[config.mk]
export PLATFORM = sky130hd
export DESIGN_NAME = fetch_stage
export DESIGN_NICKNAME = d
export VERILOG_FILES = /design/src/rtl/fetch_pkg.sv /design/src/rtl/fetch_stage.sv
export SDC_FILE = /design/constraint.sdc
export NUM_CORES = 1
export LEC_CHECK = 0
export CAP_MARGIN = 20
export CELL_PAD_IN_SITES_DETAIL_PLACEMENT = 0
export CELL_PAD_IN_SITES_GLOBAL_PLACEMENT = 1
export CORE_MARGIN = 10
export CORE_UTILIZATION = 40
export CTS_BUF_LIST = sky130_fd_sc_hd__clkbuf_8
export CTS_CLUSTER_SIZE = 24
export DETAILED_ROUTE_END_ITERATION = 8
export PLACE_DENSITY = 0.88
export SYNTH_ARGS = -nofsm -noshare
export SYNTH_HDL_FRONTEND = slang
export SYNTH_SLANG_ARGS = --single-unit
[constraint.sdc]
create_clock -name clk -period 4 [get_ports clk]
set_clock_uncertainty 0.05 [all_clocks]
set_input_delay 0.4 -clock clk [delete_from_list [all_inputs] [get_ports clk]]
set_output_delay 0.4 -clock clk [all_outputs]
set_load 0.01 [all_outputs]
[src/rtl/fetch_pkg.sv]
// Shared definitions for the instruction fetch stage.
package fetch_pkg;

    localparam int XLEN = 32;

    // Canonical RISC-V NOP (addi x0,x0,0) presented when the buffer is empty.
    localparam logic [XLEN-1:0] NOP_WORD = 32'h0000_0013;

    // IDLE: one quiet cycle after reset, REQ: presenting a fetch,
    // WAIT: one fetch granted and its response still outstanding.
    typedef enum logic [1:0] {
        IDLE = 2'd0,
        REQ  = 2'd1,
        WAIT = 2'd2
    } fetch_state_t;

endpackage

[src/rtl/fetch_stage.sv]
// IF stage: PC register, one-entry instruction buffer and a 3-state fetch FSM
// driving an imem req/gnt/rvalid handshake with at most one fetch in flight.
module fetch_stage
    import fetch_pkg::*;
#(
    parameter logic [XLEN-1:0] RESET_PC = 32'h0000_0000,
    parameter logic [XLEN-1:0] NOP_INST = NOP_WORD
) (
    input  logic            clk,
    input  logic            rst,
    input  logic            stallF,
    input  logic            redirect_valid,
    input  logic [XLEN-1:0] redirect_pc,
    output logic            imem_req,
    output logic [XLEN-1:0] imem_addr,
    input  logic            imem_gnt,
    input  logic            imem_rvalid,
    input  logic [XLEN-1:0] imem_rdata,
    output logic [XLEN-1:0] InstF,
    output logic [XLEN-1:0] pcF,
    output logic [XLEN-1:0] pc4F,
    output logic            validF
);

    fetch_state_t    state;
    logic [XLEN-1:0] pc;
    logic [XLEN-1:0] pc_if;   // address of the fetch currently in flight
    logic            drop;    // in-flight response belongs to a squashed path
    logic            consume;
    logic            can_issue;
    logic            granted;

    // A new fetch may only go out if its data will land in an empty buffer.
    always_comb begin
        consume   = validF && !stallF;
        can_issue = !validF || consume;
        imem_req  = (state == REQ) && can_issue;
        granted   = imem_req && imem_gnt;
    end

    assign imem_addr = pc;
    assign pc4F      = pcF + 32'd4;

    // Fetch FSM, PC and buffer; a redirect overrides stall and any fill.
    always_ff @(posedge clk or negedge rst) begin
        if (!rst) begin
            state  <= IDLE;
            pc     <= RESET_PC;
            pc_if  <= '0;
            drop   <= 1'b0;
            validF <= 1'b0;
            InstF  <= NOP_INST;
            pcF    <= '0;
        end else if (redirect_valid) begin
            pc     <= redirect_pc;
            validF <= 1'b0;
            InstF  <= NOP_INST;
            unique case (state)
                IDLE: state <= REQ;
                REQ: begin
                    // Granted in the same cycle: its response must be absorbed.
                    if (granted) begin
                        drop  <= 1'b1;
                        state <= WAIT;
                    end
                end
                WAIT: begin
                    // A response arriving now is the stale one; otherwise mark it.
                    if (imem_rvalid) begin
                        drop  <= 1'b0;
                        state <= REQ;
                    end else begin
                        drop <= 1'b1;
                    end
                end
                default: state <= IDLE;
            endcase
        end else begin
            if (consume) begin
                validF <= 1'b0;
                InstF  <= NOP_INST;
            end
            unique case (state)
                IDLE: state <= REQ;
                REQ: begin
                    if (granted) begin
                        pc_if <= pc;
                        pc    <= pc + 32'd4;
                        state <= WAIT;
                    end
                end
                WAIT: begin
                    if (imem_rvalid) begin
                        if (drop) begin
                            drop <= 1'b0;
                        end else begin
                            InstF  <= imem_rdata;
                            pcF    <= pc_if;
                            validF <= 1'b1;
                        end
                        state <= REQ;
                    end
                end
                default: state <= IDLE;
            endcase
        end
    end

endmodule

== Word-level counts from Yosys, hierarchy flattened ==
Cells that the tools add are included.

* Add/subtract/negate cells: 2
* Equality and inequality tests: 5
* Multiplexer cells: 22
* Bitwise logic cells: 2
* Reductions and logical operators: 17

{| class="wikitable"
|+ Operators by type and width
! cell !! count
|-
| 2-to-1 mux 32 bit || 8
|-
| adder 32 x 3 -> 32 bit (second input constant) || 2
|-
| 2-to-1 mux 1 bit || 10
|-
| nonzero test 2 bit || 5
|-
| AND reduction 4 bit || 2
|-
| case mux 2 bit (3 select lines) || 1
|-
| 2-to-1 mux 2 bit || 2
|-
| inequality test 2 bit (second input constant) || 2
|-
| AND reduction 2 bit || 2
|-
| logical AND 1 bit || 3
|-
| inequality test 3 bit (second input constant) || 1
|-
| AND reduction 3 bit || 1
|-
| == test 2 x 1 -> 1 bit (second input constant) || 1
|-
| == test 2 bit (second input constant) || 1
|-
| logical NOT 1 bit || 2
|-
| logical NOT 2 bit || 1
|-
| inverter 1 bit || 2
|-
| case mux 1 bit (2 select lines) || 1
|-
| logical OR 1 bit || 1
|}

* Register bits after elaboration: 132
* Bits of input ports: 70
* Output and inout port bits: 130
* Word-level logic and storage cells: 55

== Longest topological paths before layout ==
Gate-level depths: netlist of the first run.

* Word-level depth: 8
* Depth in mapped cells: 7
* Gate-level depth less buffers: 5

== Worst setup path after synthesis of the first run ==
Ideal clock, no wire load.

* Kind: reg-to-output
* Start point: reg pcF[4]
* End point: out pc4F[28]
* Arrival time: 1.568 ns
* Data required time: 3.550 ns
* Slack: 1.982 ns
* Cell stages (with the launch flop): 5
* Buffers on the path: 0
* Path through: dfrtp_1 > nand4_1 > nor4_4 > nand4_1 > xnor2_1

* Longest elaborated chain between the ends: 1

{| class="wikitable"
|+ RTL lines
! item !! RTL line !! RTL
|-
| start, declared || fetch_stage.sv:20 || <nowiki>output logic [XLEN-1:0] pcF,</nowiki>
|-
| start signal, assigned || fetch_stage.sv:98 || <nowiki>pcF <= pc_if;</nowiki>
|-
| adder 32 x 3 -> 32 bit || fetch_stage.sv:42 || <nowiki>assign pc4F = pcF + 32'd4;</nowiki>
|-
| end, declared || fetch_stage.sv:21 || <nowiki>output logic [XLEN-1:0] pc4F,</nowiki>
|}

No other way between the ends.

== Worst setup path in the final report of the first run ==
* Start point: reg pcF[4]
* End point: out pc4F[19]

Same word-level chain as after synthesis.

==> results of run 1 <==
-- per-stage QoR --
| step | setup WS [ps] | cell area, µm² | util, % | total power, mW |
|---|---|---|---|---|
| final | 619 | 8890 | 56.6 | 4.73 |
| after floorplan | 1980 | 6360 | - | 2.68 |
| after global placement | 1090 | 8490 | 54.1 | 3.58 |
| after CTS | 543 | 8890 | 56.6 | 4.77 |
| after global routing | 452 | 8890 | 56.6 | 4.99 |
| after detailed placement | 997 | 8490 | 54.1 | 3.63 |
-- registers in the layout (all words and copies together), names as in the netlist --
signal	flops
validF	1
drop	1
state	2
pc_if	32
pcF	32
InstF	32
imem_addr	32
-- final timing paths --
| kind | startpoint | endpoint | slack (ps) |
|---|---|---|---|
| worst max-delay path | pcF[4] | pc4F[19] | 620 |
| worst min-delay path | rst | imem_addr[0] | -5 |
| worst max register to register | state[0] | pcF[22] | 1500 |
| min in group clk | imem_rdata[0] | InstF[0] | 420 |
| worst min register to register | state[1] | state[0] | 430 |
| max in group asynchronous | rst | InstF[1] | 2860 |
-- power groups by stage --
| stage | registers (mW) | clock network, mW | logic (mW) |
|---|---|---|---|
| 6_report | 2.08 | 1.13 | 1.52 |
| 5_1_grt | 2.13 | 1.21 | 1.65 |
| 4_1_cts | 2.07 | 1.15 | 1.55 |
| 3_5_place_dp | 2.09 | 0 | 1.54 |
| 3_3_place_gp | 2.07 | 0 | 1.51 |
| 2_1_floorplan | 2.03 | 0 | 0.651 |
-- per-layer routing --
metal,global-route usage [%],share of wire (%)
met1,22.8,42
met2,30.9,50
met3,4.33,5.8
met4,5.71,2.1
met5,0,0
-- area by class of cell --
cell class	count	area, µm²	share of cell area [%]
multi-input combinational	384	2850	32.0
tap	216	270	3.04
inverter	11	41.3	0.464
timing repair buffer	204	2030	22.8
sequential	132	3310	37.2
clock buffer	19	262	2.94
clock inverter	12	140	1.58
-- Yosys cell counts, drive strengths merged, types with 3 or more instances --
cell | count | share of area, %
nor2 | 24 | 1.5
or2 | 4 | 0.39
a22o | 29 | 4.0
clkbuf | 10 | 0.59
nand4 | 34 | 3.7
and4 | 4 | 0.55
nor2b | 6 | 0.59
nand2 | 32 | 2.0
or3 | 3 | 0.30
and3 | 11 | 1.2
buf | 22 | 2.2
inv | 11 | 0.65
or4 | 12 | 1.4
a21oi | 4 | 0.31
a31oi | 14 | 1.4
xnor2 | 27 | 3.7
xor2 | 7 | 0.96
o31ai | 12 | 1.4
nand3 | 32 | 2.5
nor3 | 5 | 0.39
dfstp | 3 | 1.2
o311ai | 4 | 0.55
and2 | 5 | 0.49
o21ai | 15 | 1.2
nor4 | 12 | 1.6
a22oi | 3 | 0.35
mux2 | 65 | 12
o31a | 3 | 0.41
dfrtp | 129 | 51
-- cell families after synthesis --
logic type               Yosys count
AO/OA/AOI/OAI                     92
XOR/XNOR                          34
adder cells (fa/ha/maj)            2
buffers and inverters             43
flip-flops                       132
multiplexers                      66
AND/OR/NAND/NOR                  190
-- worst max-delay path, delay by kind of cell (launching register included) --
kind / cells / cell delay [ps]
XOR/XNOR: 1 / 200
flip-flops: 1 / 490
AND/OR/NAND/NOR: 3 / 1240
buffers and inverters: 1 / 560
==> flow_results.xml, run 1 <==
<?xml version="1.0" encoding="UTF-8"?>
<metrics>
  <group name="sta">
    <metric name="slew_headroom" unit="%">44.3</metric>
    <metric name="clock.fmax" unit="MHz">296</metric>
    <metric name="finalMaxSlewViolations" unit="">0</metric>
    <metric name="hold_ws" unit="ps">-4.87</metric>
    <metric name="fin_crit_sh" unit="%">84.5</metric>
    <metric name="hold_viol_final" unit="">1</metric>
    <metric name="least_margin_pin_slew" unit="ps">836</metric>
    <metric name="final_period_minus_worst_setup_slack" unit="ps">3380</metric>
    <metric name="final-setup-viol-count" unit="">0</metric>
    <metric name="unrepaired_setup_endpoints_after_global_routing" unit="">no</metric>
    <metric name="timing.setup.tns" unit="ps">0</metric>
  </group>
  <group name="synth">
    <metric name="yosys.area_share.xor_xnor" unit="%">4.68</metric>
    <metric name="synthDistinctLibCells" unit="">55</metric>
    <metric name="synth-adder-area-share" unit="%">0.393</metric>
    <metric name="async_reset_ff_share" unit="%">100</metric>
    <metric name="synth-seq-area-share" unit="%">52.0</metric>
    <metric name="muxShareOfSynthArea" unit="%">11.7</metric>
    <metric name="dominant_combinational_cell_family_by_area_after_synthesis" unit="">simple AND/OR/NAND/NOR gates</metric>
    <metric name="yosys_register_bits" unit="">132</metric>
    <metric name="synthesis.area_per_instance" unit="µm²">11.4</metric>
    <metric name="post_synth_instance_area" unit="µm²">6360</metric>
    <metric name="synth_flop_cell" unit="">sky130_fd_sc_hd__dfrtp_1</metric>
    <metric name="yosysWarnings" unit="">0</metric>
    <metric name="synth_simple_gate_area_share" unit="%">17.3</metric>
    <metric name="count_of_flip_flops_with_a_built_in_enable_after_synthesis" unit="">0</metric>
    <metric name="synthesized_area_fraction_occupied_by_ao_oa_aoi_and_oai_cells" unit="%">10.6</metric>
    <metric name="post_synth_inst_count" unit="">559</metric>
    <metric name="synth_nets" unit="">631</metric>
  </group>
  <group name="job">
    <metric name="drv_cap" unit="">0</metric>
  </group>
  <group name="die">
    <metric name="design.core.area" unit="µm²">15700</metric>
    <metric name="dieWidth" unit="µm">146</metric>
    <metric name="boundaryPins" unit="">200</metric>
    <metric name="initial_standard_cell_utilization_of_the_core" unit="%">40.5</metric>
    <metric name="placementRows" unit="">46</metric>
    <metric name="die-area" unit="µm²">21400</metric>
    <metric name="chip_height" unit="µm">146</metric>
  </group>
  <group name="cts">
    <metric name="postCtsSetupBuffers" unit="">0</metric>
    <metric name="clk-insertion-delay-late" unit="ps">440</metric>
    <metric name="cts_htree_levels" unit="">4</metric>
    <metric name="tritoncts" unit="">done</metric>
    <metric name="cts_made_buffers" unit="">17</metric>
    <metric name="clkTransAtPathRegs" unit="ps">70</metric>
    <metric name="cts-resized-gates" unit="">0</metric>
    <metric name="cts-root-buf" unit="">sky130_fd_sc_hd__clkbuf_8</metric>
    <metric name="clkSinkCount" unit="">132</metric>
    <metric name="cts_max_path_buffers" unit="">2</metric>
    <metric name="hold_buffers" unit="">0</metric>
  </group>
  <group name="global_route">
    <metric name="first_global_vias" unit="">5624</metric>
    <metric name="maximum_number_of_pins_on_one_net_before_global_route_repair" unit="">70</metric>
    <metric name="grt_antenna_before_repair" unit="">0</metric>
    <metric name="globalRouteTotalUtil" unit="%">18.3</metric>
    <metric name="first_pass_grt_wire_length" unit="µm">32000</metric>
    <metric name="grt_overflow" unit="">0</metric>
  </group>
  <group name="drt">
    <metric name="drt_pass1_iterations" unit="">5</metric>
    <metric name="postRouteAntennaNets" unit="">0</metric>
    <metric name="drt-initial-drc-count" unit="">382</metric>
    <metric name="drt-wirelength-per-cell" unit="µm">20.3</metric>
    <metric name="route.vias.total" unit="">5398</metric>
    <metric name="route.detailed.drc" unit="">0</metric>
    <metric name="finalWirelength" unit="µm">19800</metric>
    <metric name="via_per_inst" unit="">5.52</metric>
  </group>
  <group name="critical_path">
    <metric name="worst-endpoint-required" unit="ps">3550</metric>
    <metric name="crit_path_top_delay_cell" unit="">sky130_fd_sc_hd__nor3_1</metric>
    <metric name="critical_path.startpoint_type" unit="">flop</metric>
    <metric name="arrival" unit="ps">2930</metric>
    <metric name="timing.critical_path.fanout_max" unit="">7</metric>
    <metric name="crit_path_largest_cell_delay" unit="ps">650</metric>
    <metric name="timing.critical_path.cells" unit="">nand4_1 &gt; nor3_1 &gt; nand4_1 &gt; xnor2_1 &gt; clkdlybuf4s50_1</metric>
    <metric name="setup.worst_path.end_class" unit="">primary output</metric>
    <metric name="crit_type" unit="">reg2out</metric>
    <metric name="cpMostUsedCell" unit="">sky130_fd_sc_hd__nand4_1</metric>
    <metric name="rr_worst_depth" unit="">5</metric>
  </group>
  <group name="outcome">
    <metric name="violations" unit="">hold timing</metric>
    <metric name="run_status" unit="">finished with violations</metric>
  </group>
  <group name="cells_and_area">
    <metric name="final_common_cell" unit="">sky130_fd_sc_hd__clkdlybuf4s50_1</metric>
    <metric name="diodes" unit="">0</metric>
    <metric name="final_net_count" unit="">822</metric>
    <metric name="filler_cell_count" unit="">1306</metric>
    <metric name="post_layout_nonfiller_instances" unit="">978</metric>
    <metric name="final_layout_size_suffix_gt1_share" unit="%">7.09</metric>
    <metric name="flow.area_growth_from_synthesis" unit="%">39.8</metric>
    <metric name="commonest_cells_after_routing_fill_and_taps_aside" unit="">sky130_fd_sc_hd__clkdlybuf4s50_1 (198), sky130_fd_sc_hd__dfrtp_1 (129), sky130_fd_sc_hd__mux2_1 (63)</metric>
  </group>
  <group name="worst_hold_path">
    <metric name="min_path_type" unit="">in2async</metric>
  </group>
  <group name="power_and_ir_drop">
    <metric name="p_sw_share" unit="%">32.4</metric>
    <metric name="pwr_density_cell" unit="nW/µm²">531</metric>
    <metric name="power_frac_clock" unit="%">24.0</metric>
    <metric name="sequential_share_of_power" unit="%">43.9</metric>
    <metric name="power.static_leakage" unit="nW">3.61</metric>
    <metric name="switch_pwr" unit="mW">1.53</metric>
    <metric name="intPower" unit="mW">3.20</metric>
    <metric name="share_comb_of_total_power" unit="%">32.1</metric>
    <metric name="peakVddDrop" unit="µV">274</metric>
  </group>
  <group name="placement">
    <metric name="place.detailed.hpwl" unit="µm">15100</metric>
    <metric name="numPlacedInstances" unit="">947</metric>
    <metric name="globalplace.congestion" unit="">0.868</metric>
    <metric name="port_buffer_cells" unit="">199</metric>
  </group>
</metrics>
No activity file was read; power rests on OpenSTA's default activity.
==> inputs of run 2 (changes only) <==
CORE_UTILIZATION = 34   (was 40)
PLACE_DENSITY = 0.8   (was 0.88)
clock period = 2.7 ns   (was 4 ns; I/O delays follow)
==> run 2 against run 1 <==
Compared with the run above:
- the flow now finishes without violations
- sequential power increased by 44%
- critical path depth increased by 1
- sequential cell count unchanged
- sequential share of layout area decreased by 1.3 points
- largest power group unchanged
- utilization decreased by 5.9 points
- non-clock buffer count increased by 24
==> flow_results.xml, run 2 (synthesis results as in run 1) <==
<?xml version="1.0" encoding="UTF-8"?>
<metrics>
  <group name="drt">
    <metric name="finalWirelength" unit="µm">20900</metric>
    <metric name="via_per_inst" unit="">5.45</metric>
    <metric name="postRouteAntennaNets" unit="">0</metric>
    <metric name="route.vias.total" unit="">5538</metric>
    <metric name="drt-initial-drc-count" unit="">389</metric>
    <metric name="drt_pass1_iterations" unit="">5</metric>
    <metric name="route.detailed.drc" unit="">0</metric>
    <metric name="drt-wirelength-per-cell" unit="µm">20.5</metric>
  </group>
  <group name="cts">
    <metric name="tritoncts" unit="">done</metric>
    <metric name="cts_made_buffers" unit="">17</metric>
    <metric name="clk-insertion-delay-late" unit="ps">450</metric>
    <metric name="cts-root-buf" unit="">sky130_fd_sc_hd__clkbuf_8</metric>
    <metric name="clkSinkCount" unit="">132</metric>
    <metric name="cts_max_path_buffers" unit="">2</metric>
    <metric name="cts_htree_levels" unit="">4</metric>
    <metric name="clkTransAtPathRegs" unit="ps">70</metric>
  </group>
  <group name="sta">
    <metric name="clock.fmax" unit="MHz">373</metric>
    <metric name="timing.setup.tns" unit="ps">0</metric>
    <metric name="finalMaxSlewViolations" unit="">0</metric>
    <metric name="slew_headroom" unit="%">50.7</metric>
    <metric name="hold_viol_final" unit="">0</metric>
    <metric name="final-setup-viol-count" unit="">0</metric>
    <metric name="hold_ws" unit="ps">284</metric>
    <metric name="fin_crit_sh" unit="%">99.3</metric>
    <metric name="least_margin_pin_slew" unit="ps">740</metric>
    <metric name="final_period_minus_worst_setup_slack" unit="ps">2680</metric>
    <metric name="unrepaired_setup_endpoints_after_global_routing" unit="">yes</metric>
  </group>
  <group name="cells_and_area">
    <metric name="post_layout_nonfiller_instances" unit="">1016</metric>
    <metric name="final_layout_size_suffix_gt1_share" unit="%">11.2</metric>
    <metric name="diodes" unit="">0</metric>
    <metric name="filler_cell_count" unit="">1599</metric>
    <metric name="final_net_count" unit="">846</metric>
    <metric name="final_common_cell" unit="">sky130_fd_sc_hd__clkdlybuf4s50_1</metric>
    <metric name="commonest_cells_after_routing_fill_and_taps_aside" unit="">sky130_fd_sc_hd__clkdlybuf4s50_1 (185), sky130_fd_sc_hd__dfrtp_1 (125), sky130_fd_sc_hd__mux2_1 (63)</metric>
    <metric name="flow.area_growth_from_synthesis" unit="%">45.3</metric>
  </group>
  <group name="critical_path">
    <metric name="arrival" unit="ps">2360</metric>
    <metric name="timing.critical_path.cells" unit="">ha_2 &gt; inv_1 &gt; nor4_2 &gt; nand3_1 &gt; xnor2_1 &gt; clkdlybuf4s50_1</metric>
    <metric name="timing.critical_path.fanout_max" unit="">3</metric>
    <metric name="crit_type" unit="">reg2out</metric>
    <metric name="critPathBufInv" unit="">2</metric>
    <metric name="crit_path_top_delay_cell" unit="">sky130_fd_sc_hd__clkdlybuf4s50_1</metric>
    <metric name="cp_top_family" unit="">buffers and inverters</metric>
    <metric name="setup.worst_path.end_class" unit="">primary output</metric>
    <metric name="critical_path.startpoint_type" unit="">flop</metric>
    <metric name="crit_path_largest_cell_delay" unit="ps">560</metric>
    <metric name="worst-endpoint-required" unit="ps">2380</metric>
  </group>
  <group name="job">
    <metric name="drv_cap" unit="">0</metric>
  </group>
  <group name="power_and_ir_drop">
    <metric name="design_power_total" unit="mW">7.56</metric>
    <metric name="power.static_leakage" unit="nW">3.86</metric>
    <metric name="pwr_density_cell" unit="nW/µm²">818</metric>
    <metric name="peakVddDrop" unit="µV">338</metric>
  </group>
  <group name="global_route">
    <metric name="globalRouteTotalUtil" unit="%">17.0</metric>
    <metric name="grt_antenna_before_repair" unit="">0</metric>
    <metric name="maximum_number_of_pins_on_one_net_before_global_route_repair" unit="">65</metric>
    <metric name="grt_util_met2" unit="%">26.9</metric>
    <metric name="grt_use_met3" unit="%">4.03</metric>
    <metric name="first_global_vias" unit="">5622</metric>
    <metric name="gr-usage-met1" unit="%">21.5</metric>
    <metric name="first_pass_grt_wire_length" unit="µm">32900</metric>
    <metric name="busiest_layer" unit="">met2</metric>
    <metric name="grt_overflow" unit="">0</metric>
  </group>
  <group name="placement">
    <metric name="numPlacedInstances" unit="">977</metric>
    <metric name="place.detailed.hpwl" unit="µm">15900</metric>
    <metric name="port_buffer_cells" unit="">199</metric>
    <metric name="globalplace.congestion" unit="">0.808</metric>
  </group>
  <group name="die">
    <metric name="boundaryPins" unit="">200</metric>
    <metric name="chip_height" unit="µm">157</metric>
    <metric name="initial_standard_cell_utilization_of_the_core" unit="%">34.9</metric>
    <metric name="die-area" unit="µm²">24600</metric>
    <metric name="design.core.area" unit="µm²">18200</metric>
    <metric name="placementRows" unit="">49</metric>
    <metric name="dieWidth" unit="µm">157</metric>
  </group>
  <group name="worst_hold_path">
    <metric name="min_path_type" unit="">in2reg</metric>
  </group>
  <group name="outcome">
    <metric name="run_status" unit="">completed</metric>
  </group>
</metrics>
-- run 2: final timing paths --
path                                 end          start  cells after the start  slack (ps)
max                             pc4F[16]         pcF[2]                      6          20
max reg2reg                imem_addr[21]   imem_addr[8]                      4         540
min in group asynchronous      InstF[22]            rst                      2         410
max in group asynchronous        pcF[17]            rst                      3        1290
min reg2reg                      pcF[19]      pc_if[19]                      1         440
min                             InstF[1]  imem_rdata[1]                      3         280
-- run 2: what timing repair did --
| action | in CTS | in global routing |
|---|---|---|
| hold endpoints to repair | 51 | 0 |
| gates resized for setup | 16 | 4 |
| pin swaps | 4 | 1 |
| endpoints found under the setup margin | 21 | 8 |
| setup buffers | 6 | 0 |
| hold buffers | 1 | 0 |
-- run 2: metrics by stage --
stage	util [%]	area [µm²]	worst slack, ps
finish	50.8	9240	18.7
floorplan	-	6360	812
global placement	47.6	8660	202
detailed placement	47.6	8660	86.4
CTS	50.7	9230	-12.6
global route	50.8	9240	-115
-- run 2: worst min-delay path: stages --
cell and delay [ps]:
sky130_fd_sc_hd__clkdlybuf4s50_1 390, sky130_fd_sc_hd__inv_1 50, sky130_fd_sc_hd__a21oi_1 60
-- run 2: power by group --
| group | internal (mW) | switching (mW) | leakage, nW |
|---|---|---|---|
| Combinational | 1.36 | 1.07 | 1.97 |
| Clock | 1.33 | 0.789 | 0.252 |
| Sequential | 2.49 | 0.514 | 1.65 |
-- run 2: layer usage --
layer	up-vias	part of all wire [%]
li1	2525	-
met1	2732	42
met2	238	48
met3	43	7.1
met4	0	3.3
met5	-	0
-- run 2: area by class of cell --
| class | instances | area [µm²] | area share [%] |
|---|---|---|---|
| flip-flops and latches | 132 | 3310 | 35.8 |
| multi-input cells | 384 | 2860 | 30.9 |
| clock inverters | 13 | 253 | 2.73 |
| clock buffers | 19 | 262 | 2.83 |
| well taps | 229 | 287 | 3.10 |
| repair buffers | 228 | 2230 | 24.1 |
| inverters | 11 | 41.3 | 0.447 |
